$ cat src/rtl/raster_window_ctrl.sv
// Sequencer for a KxK sliding-window datapath: tracks raster position of the input stream,
// gates line-buffer writes, issues one window strobe per output pixel and aligns it to the filter result.
module raster_window_ctrl #(
    parameter int WIDTH  = 30,
    parameter int HEIGHT = 30,
    parameter int K      = 3,
    parameter int LAT    = 2
) (
    input  logic                       clk,
    input  logic                       rst,
    input  logic                       done_i,
    output logic                       lb_we_o,
    output logic                       done_o,
    output logic [$clog2(HEIGHT)-1:0]  row_o,
    output logic [$clog2(WIDTH)-1:0]   col_o,
    output logic                       border_o,
    output logic                       frame_done_o,
    output logic                       busy_o,
    output logic                       overrun_o
);

    localparam int R      = (K - 1) / 2;
    localparam int FILL_N = R * WIDTH + R;
    localparam int TOTAL  = WIDTH * HEIGHT;
    localparam int ROW_W  = $clog2(HEIGHT);
    localparam int COL_W  = $clog2(WIDTH);
    localparam int CNT_W  = $clog2(TOTAL + 1);
    localparam int FL_W   = $clog2(FILL_N + 1);
    localparam int PIPE_W = 3 + ROW_W + COL_W;

    localparam logic [CNT_W-1:0] CNT_ONE   = CNT_W'(1);
    localparam logic [CNT_W-1:0] FILL_LAST = CNT_W'(FILL_N - 1);
    localparam logic [CNT_W-1:0] RUN_LAST  = CNT_W'(TOTAL - 1);
    localparam logic [FL_W-1:0]  FL_ONE    = FL_W'(1);
    localparam logic [FL_W-1:0]  FL_LAST   = FL_W'(FILL_N - 1);
    localparam logic [ROW_W-1:0] ROW_ONE   = ROW_W'(1);
    localparam logic [ROW_W-1:0] ROW_LO    = ROW_W'(R);
    localparam logic [ROW_W-1:0] ROW_HI    = ROW_W'(HEIGHT - R);
    localparam logic [COL_W-1:0] COL_ONE   = COL_W'(1);
    localparam logic [COL_W-1:0] COL_LO    = COL_W'(R);
    localparam logic [COL_W-1:0] COL_HI    = COL_W'(WIDTH - R);
    localparam logic [COL_W-1:0] COL_MAX   = COL_W'(WIDTH - 1);

    typedef enum logic [1:0] {
        ST_IDLE,
        ST_FILL,
        ST_RUN,
        ST_FLUSH
    } state_t;

    state_t              state_reg;
    logic [CNT_W-1:0]    in_cnt_reg;
    logic [FL_W-1:0]     fl_cnt_reg;
    logic [ROW_W-1:0]    cen_row_reg;
    logic [COL_W-1:0]    cen_col_reg;
    logic [PIPE_W-1:0]   s0_reg;
    logic                overrun_reg;

    logic accept;
    logic strobe;
    logic flush_end;
    logic border_c;

    assign accept    = done_i && (state_reg != ST_FLUSH);
    assign strobe    = (state_reg == ST_FLUSH) || ((state_reg == ST_RUN) && accept);
    assign flush_end = (state_reg == ST_FLUSH) && (fl_cnt_reg == FL_LAST);
    assign border_c  = (cen_row_reg < ROW_LO) || (cen_row_reg >= ROW_HI) ||
                       (cen_col_reg < COL_LO) || (cen_col_reg >= COL_HI);

    assign lb_we_o   = accept;
    assign busy_o    = (state_reg != ST_IDLE);
    assign overrun_o = overrun_reg;

    always_ff @(posedge clk) begin
        if (rst) begin
            state_reg   <= ST_IDLE;
            in_cnt_reg  <= '0;
            fl_cnt_reg  <= '0;
            cen_row_reg <= '0;
            cen_col_reg <= '0;
            s0_reg      <= '0;
            overrun_reg <= 1'b0;
        end else begin
            // Stage 0 snapshots the centre before it advances, so the strobe carries its own position
            s0_reg <= {strobe, flush_end, strobe && border_c, cen_row_reg, cen_col_reg};

            if (strobe) begin
                if (cen_col_reg == COL_MAX) begin
                    cen_col_reg <= '0;
                    cen_row_reg <= cen_row_reg + ROW_ONE;
                end else begin
                    cen_col_reg <= cen_col_reg + COL_ONE;
                end
            end

            if (done_i && (state_reg == ST_FLUSH)) begin
                overrun_reg <= 1'b1;
            end

            case (state_reg)
                ST_IDLE: begin
                    if (accept) begin
                        in_cnt_reg <= CNT_ONE;
                        state_reg  <= (FILL_N == 1) ? ST_RUN : ST_FILL;
                    end
                end
                ST_FILL: begin
                    if (accept) begin
                        in_cnt_reg <= in_cnt_reg + CNT_ONE;
                        if (in_cnt_reg == FILL_LAST) begin
                            state_reg <= ST_RUN;
                        end
                    end
                end
                ST_RUN: begin
                    if (accept) begin
                        in_cnt_reg <= in_cnt_reg + CNT_ONE;
                        if (in_cnt_reg == RUN_LAST) begin
                            state_reg  <= ST_FLUSH;
                            fl_cnt_reg <= '0;
                        end
                    end
                end
                ST_FLUSH: begin
                    fl_cnt_reg <= fl_cnt_reg + FL_ONE;
                    if (flush_end) begin
                        // Centre clear overrides the wrap from the final strobe above
                        state_reg   <= ST_IDLE;
                        in_cnt_reg  <= '0;
                        fl_cnt_reg  <= '0;
                        cen_row_reg <= '0;
                        cen_col_reg <= '0;
                    end
                end
                default: begin
                    state_reg <= ST_IDLE;
                end
            endcase
        end
    end

    // Alignment pipe; it drains independently of the FSM so a following frame never truncates it
    genvar gi;
    generate
        for (gi = 0; gi < LAT; gi++) begin : g_pipe
            logic [PIPE_W-1:0] stage_reg;
            if (gi == 0) begin : g_head
                always_ff @(posedge clk) begin
                    if (rst) begin
                        stage_reg <= '0;
                    end else begin
                        stage_reg <= s0_reg;
                    end
                end
            end else begin : g_tail
                always_ff @(posedge clk) begin
                    if (rst) begin
                        stage_reg <= '0;
                    end else begin
                        stage_reg <= g_pipe[gi-1].stage_reg;
                    end
                end
            end
        end
    endgenerate

    assign {done_o, frame_done_o, border_o, row_o, col_o} = g_pipe[LAT-1].stage_reg;

endmodule

$ cat config.mk
export PLATFORM = sky130hd
export DESIGN_NAME = raster_window_ctrl
export DESIGN_NICKNAME = d
export VERILOG_FILES = /design/src/rtl/raster_window_ctrl.sv
export SDC_FILE = /design/constraint.sdc
export NUM_CORES = 1
export LEC_CHECK = 0
export BUFFER_PORTS_ARGS = -buffer_cell sky130_fd_sc_hd__buf_2
export CORE_MARGIN = 2
export CORE_UTILIZATION = 56
export CTS_CLUSTER_SIZE = 16
export DETAILED_ROUTE_END_ITERATION = 6
export GPL_ROUTABILITY_DRIVEN = 0
export PLACE_DENSITY = 0.85
export SYNTH_ARGS = -nofsm -noshare
export SYNTH_HDL_FRONTEND = slang
export SYNTH_SLANG_ARGS = --single-unit
$ cat constraint.sdc
create_clock -name clk -period 2.95 [get_ports clk]
set_clock_uncertainty 0.15 [all_clocks]
set_input_delay 0.4425 -clock clk [delete_from_list [all_inputs] [get_ports clk]]
set_output_delay 0.4425 -clock clk [all_outputs]
set_load 0.005 [all_outputs]
==> reports/results.ini, run 1 <==
[clocking]
cts_buffer_depth=2
cts_resized=0
holdBufCountCts=0
root_buffer=clkbuf_8
numCtsBuffers=9
h-tree-depth=3
cts.sinks=67
clk_latency_ps=330
cts_tree=yes
cts_setup_buffers=0
path_clk_slew_ps=70

[yosys]
ys_async_sr_fraction_pct=0
synthXorXnorAreaFrac_pct=3.29
ys_ff_latch=67
syn-num-nets=288
synth_cell_types=47
synth_area_leaders=dfxtp_1 50%, nor2b_1 8.2%, ha_1 6.1%, nor2_1 3.7%, xnor2_1 2.3%
ys_warn_count=0
synth_compound_area_share_pct=10.7
syn_area_um2=2660
synthSimpleGateAreaFrac_pct=25.0
yosys.area_share.adder_pct=6.11
synth_cells=272
synth_edf_count=0
synth_top_family_by_area=simple AND/OR/NAND/NOR gates
synth_top_cell_by_area=dfxtp_1
seq_area_frac_synth_pct=50.4
synth_top_area_share_pct=50.4
post_synth_mux_area_share_pct=1.13
synthFlopType=dfxtp_1
syn_area_per_cell_um2=9.78

[flow_run]
cap_violations=0

[routing]
routed_via_density=5.55
wire_per_inst_um=13.3
dr.first_iter.drc_count=167
drc_errors=0
totalWireLength_um=4700
route.antenna.remaining_nets=0
dr.pass1.iters=4
vias=1952

[run_status]
outcome=complete, no violations

[pwr]
swShare_pct=29.4
worst_ir_drop_vdd_uv=342
power_frac_comb_pct=19.9
leakagePower_nw=1.21
switchingPower_mw=0.674
intPower_mw=1.62
p_seq_share_pct=44.5
power_frac_clock_pct=35.6
powerDensity_nw_per_um2=766
fin_total_pwr_mw=2.30

[finish]
final_common_cell=dfxtp_1
largest_reg_flops=26
nNetsFinal=310
fin_util_pct=64.4
drive_gt1_share_pct=13.8
final_cell_mix=67 x dfxtp_1, 35 x nor2b_1, 26 x nor2_1
syn2layout_area_growth_pct=12.8
diodes=0
final_cell_count_no_fill=352

[worst_setup_path]
cp-start-kind=flop
critical_path_class=flop to flop
crit_slowest_cell=or4_1
cp-end-kind=flop
cp_max_fo=5
critical_path.cell_chain=inv_1 > ha_1 > or2_2 > a221o_1 > or4_1 > a21oi_1
critPathRequiredTime_ps=3070
worstPathArrival_ps=2580
max_stage_delay_ps=530

[grt]
grt_first_pass_wirelength_um=7940
grt_start_max_net_pins=34
track_usage_pct=19.6
grt_pass1_vias=1806
grt_overflow=0
antenna_found_initial=0

[sta]
tightest_slew_ps=566
clock.fmax_ghz=0.407
slew_viol_final=0
rsz0062_at_grt=false
finalSetupTns_ps=0
finalCritPeriodShare_pct=83.3
setup_violations=0
finalWorstSetupSlack_ps=492
slew_headroom_pct=62.2
fin_crit_ps=2460
hold_violations=0

[placement]
dp_cells=337
preCtsSetupSlack_ps=501
port_buffers=18
dp_hpwl_um=3080

[floorplanning]
core_area_um2=4660
pin_count=19
fp.dieW_um=72.9
design.die.area_um2=5320
die_h_um=72.9
placementRows=25
initial_core_util_pct=57.1

[hold_path]
holdCritPathClass=flop to flop

path summary, 6_finish.rpt:
path / to / slack, ps / depth (start not counted) / start
min: g_pipe[1].stage_reg[3]$_SDFF_PP0_ / 290 / 1 / g_pipe[0].stage_reg[3]$_SDFF_PP0_
min reg2reg: g_pipe[1].stage_reg[3]$_SDFF_PP0_ / 290 / 1 / g_pipe[0].stage_reg[3]$_SDFF_PP0_
max reg2reg: in_cnt_reg[8]$_SDFFE_PP0P_ / 490 / 6 / state_reg[0]$_SDFFE_PP0P_
max: in_cnt_reg[8]$_SDFFE_PP0P_ / 490 / 6 / state_reg[0]$_SDFFE_PP0P_
critical path: cells and delay by family (launching register included):
family	cells	cell delay (ps)
AOI/OAI and AO/OA	2	530
adders and majority gates	1	370
buffers and inverters	1	100
DFF	1	360
and+or+nand+nor	2	890
layer usage:
layer	GRT usage, %	vias to the layer above	share of wire [%]
met5	0	-	0
met4	11.5	0	1.8
met3	3.73	8	3.4
met2	31.4	34	49
met1	24.6	919	46
li1	-	991	-
Yosys cell counts (all sizes together), types with 3 or more instances:
| library cell | n |
|---|---|
| nor2b | 35 |
| dfxtp | 67 |
| clkbuf | 6 |
| xor2 | 3 |
| or2 | 3 |
| or4 | 4 |
| nor3 | 5 |
| o21ai | 6 |
| a31oi | 3 |
| nor2 | 26 |
| nand2 | 7 |
| nand2b | 5 |
| inv | 13 |
| or3 | 4 |
| a21oi | 11 |
| ha | 13 |
| nand4 | 7 |
| xnor2 | 7 |
| a21o | 3 |
| nand3 | 9 |
| a211oi | 4 |
| mux2i | 3 |
logic make-up after synthesis:
group	after synthesis
AND/OR/NAND/NOR	116
flip-flops	67
AO/OA/AOI/OAI	42
buffers and inverters	21
adder cells (fa/ha/maj)	13
XOR/XNOR	10
multiplexers	3
power groups by stage:
stage	Combinational [mW]	Clock, mW	Sequential (mW)
floorplan	0.357	0	1.03
global placement	0.431	0	1.04
detailed placement	0.447	0	1.04
CTS	0.455	0.828	1.02
global route	0.523	0.862	1.03
finish	0.458	0.817	1.02
through the flow:
step / hold WS (ps) / area (um^2)
3_5_place_dp: 270 / 2790
2_1_floorplan: 264 / 2660
6_report: 286 / 3000
3_3_place_gp: 268 / 2790
5_1_grt: 301 / 3000
4_1_cts: 286 / 3000
cell type report:
class / count / area [um^2]
Clock buffer: 9 / 124
Clock inverter: 6 / 90.1
Fill cell: 371 / 1660
Inverter: 13 / 48.8
Multi-Input combinational cell: 184 / 1230
Sequential cell: 67 / 1340
Tap cell: 54 / 67.6
Timing Repair Buffer: 19 / 97.6
No activity file was read; power rests on OpenSTA's default activity.
==> inputs of run 2 (changes only) <==
--- a/config.mk
+++ b/config.mk
@@ -7,11 +7,11 @@
 export LEC_CHECK = 0
 export BUFFER_PORTS_ARGS = -buffer_cell sky130_fd_sc_hd__buf_2
 export CORE_MARGIN = 2
-export CORE_UTILIZATION = 56
+export CORE_UTILIZATION = 53
 export CTS_CLUSTER_SIZE = 16
 export DETAILED_ROUTE_END_ITERATION = 6
 export GPL_ROUTABILITY_DRIVEN = 0
-export PLACE_DENSITY = 0.85
+export PLACE_DENSITY = 0.84
 export SYNTH_ARGS = -nofsm -noshare
 export SYNTH_HDL_FRONTEND = slang
 export SYNTH_SLANG_ARGS = --single-unit
==> constraint.sdc (replaced) <==
create_clock -name clk -period 2.2 [get_ports clk]
set_clock_uncertainty 0.15 [all_clocks]
set_input_delay 0.33 -clock clk [delete_from_list [all_inputs] [get_ports clk]]
set_output_delay 0.33 -clock clk [all_outputs]
set_load 0.005 [all_outputs]
==> reports/results.ini, run 2 (synthesized netlist as in run 1, its figures left out) <==
[finish]
ff_latch_area_um2=1340  ; +0.19%
fillers=368  ; -0.81%
drive_gt1_share_pct=19.2  ; +5.4 points
multiInputGateArea_um2=1260  ; +2.4%
syn2layout_area_growth_pct=17.4
final_cell_mix=65 x dfxtp_1, 35 x nor2b_1, 26 x nor2_1
nNetsFinal=320  ; +3.2%
final_common_cell=dfxtp_1
largest_reg_flops=26  ; unchanged
diodes=0  ; unchanged
final_cell_count_no_fill=375  ; +6.5%
final_area_um2=3120  ; +4.0%

[pwr]
worst_ir_drop_vdd_uv=410  ; +20%
fin_total_pwr_mw=3.20  ; +39%
powerDensity_nw_per_um2=1030  ; +34%
leakagePower_nw=1.26  ; +4.3%

[floorplanning]
initial_core_util_pct=55.6  ; -1.5 points
core_area_um2=4790  ; +2.7%
fp.dieW_um=74.8  ; +2.6%
pin_count=19  ; unchanged
placementRows=25  ; unchanged
die_h_um=74.8  ; +2.6%
design.die.area_um2=5600  ; +5.3%

[placement]
placed_area_um2=2890  ; +3.5%
dp_cells=359  ; +6.5%
port_buffers=18  ; unchanged
dp_hpwl_um=2920  ; -5.3%

[routing]
routed_via_density=5.11  ; -7.8%
dr.first_iter.drc_count=102  ; -39%
wl_met3_um=188  ; +18%
drc_errors=0  ; unchanged
totalWireLength_um=4490  ; -4.4%
route.antenna.remaining_nets=0  ; unchanged
highest_layer=met4
dr.pass1.iters=4  ; unchanged
met2_length_um=1890  ; -17%
wire_per_inst_um=12.0  ; -10%
vias=1918  ; -1.7%
met1_length_um=2320  ; +7.3%

[grt]
grt_pass1_vias=1630  ; -9.7%
grt_first_pass_wirelength_um=7220  ; -9.0%
antenna_found_initial=0  ; unchanged
track_usage_pct=17.5  ; -2.1 points
grt_overflow=0  ; unchanged
grt_start_max_net_pins=44  ; +29%

[sta]
hold_violations=0  ; unchanged
slew_headroom_pct=73.1  ; +11 points
hold-worst-slack_ps=131  ; -155 ps
tightest_slew_ps=404  ; -163 ps
fin_crit_ps=2150  ; -311 ps
slew_viol_final=0  ; unchanged
clock.fmax_ghz=0.466  ; +14%
setup_violations=0  ; unchanged
finalCritPeriodShare_pct=97.6  ; +14 points

[worst_setup_path]
cp_max_fo=4  ; -1
critPathRequiredTime_ps=2330  ; -740 ps
cp-end-kind=flop
critical_path_class=flop to flop
cp-start-kind=flop
worstPathArrival_ps=2280  ; -300 ps

[clocking]
cts_buffer_depth=2  ; unchanged
numCtsBuffers=9  ; unchanged
clk_latency_ps=340  ; about the same
path_clk_slew_ps=70  ; about the same
h-tree-depth=3  ; unchanged
root_buffer=clkbuf_8
cts_tree=yes
cts.sinks=67  ; unchanged
holdBufCountCts=0  ; unchanged

[run_status]
outcome=complete, no violations

[hold_path]
holdCritPathClass=input pin to flop

[flow_run]
cap_violations=0  ; unchanged

==> run 2: critical path: stages (launching register included) <==
cell      delay (ps)
dfxtp_2          340
buf_4            130
ha_1             200
nand2b_1         220
a221o_1          390
or4_4            530
a21oi_2          130
==> run 2: area by class of cell <==
cell class	instances	share of cell area, %
multi-input combinational	184	40.4
clock buffer	12	5.29
inverter	13	1.56
clock inverter	3	1.48
tap	67	2.69
timing repair buffer	29	5.53
sequential	67	43.0
==> run 2: metal layers <==
layer / global-route usage (%) / vias to the layer above
met4: 10.1 / 0
met5: 0 / -
li1: - / 1007
met2: 24.2 / 45
met3: 7.23 / 9
met1: 23.0 / 857
==> run 2: final timing paths <==
| check | slack, ps | cells after the start | to | from |
|---|---|---|---|---|
| worst max register to register | 50 | 6 | in_cnt_reg[8]$_SDFFE_PP0P_ | state_reg[0]$_SDFFE_PP0P_ |
| worst min register to register | 290 | 1 | g_pipe[1].stage_reg[3]$_SDFF_PP0_ | g_pipe[0].stage_reg[3]$_SDFF_PP0_ |
| worst min-delay path | 130 | 2 | overrun_o$_SDFFE_PP0P_ | rst |
| worst max-delay path | 50 | 6 | in_cnt_reg[8]$_SDFFE_PP0P_ | state_reg[0]$_SDFFE_PP0P_ |
==> run 2: what timing repair did <==
action,CTS,global route
gates resized for setup,0,4
setup endpoints to repair,0,2
buffers inserted,0,1
==> run 2: report_power, final <==
part,switching (mW),internal [mW]
Combinational,0.404,0.365
Sequential,0.0824,1.30
Clock,0.442,0.612
==> run 2: per-stage QoR <==
step	util [%]	setup slack, ps	TNS, ps
floorplan	-	19.0	0
global placement	60.3	50.5	0
detailed placement	60.3	14.1	0
CTS	64.7	4.89	0
global route	65.2	-14.0	-14.0
finish	65.2	53.0	0
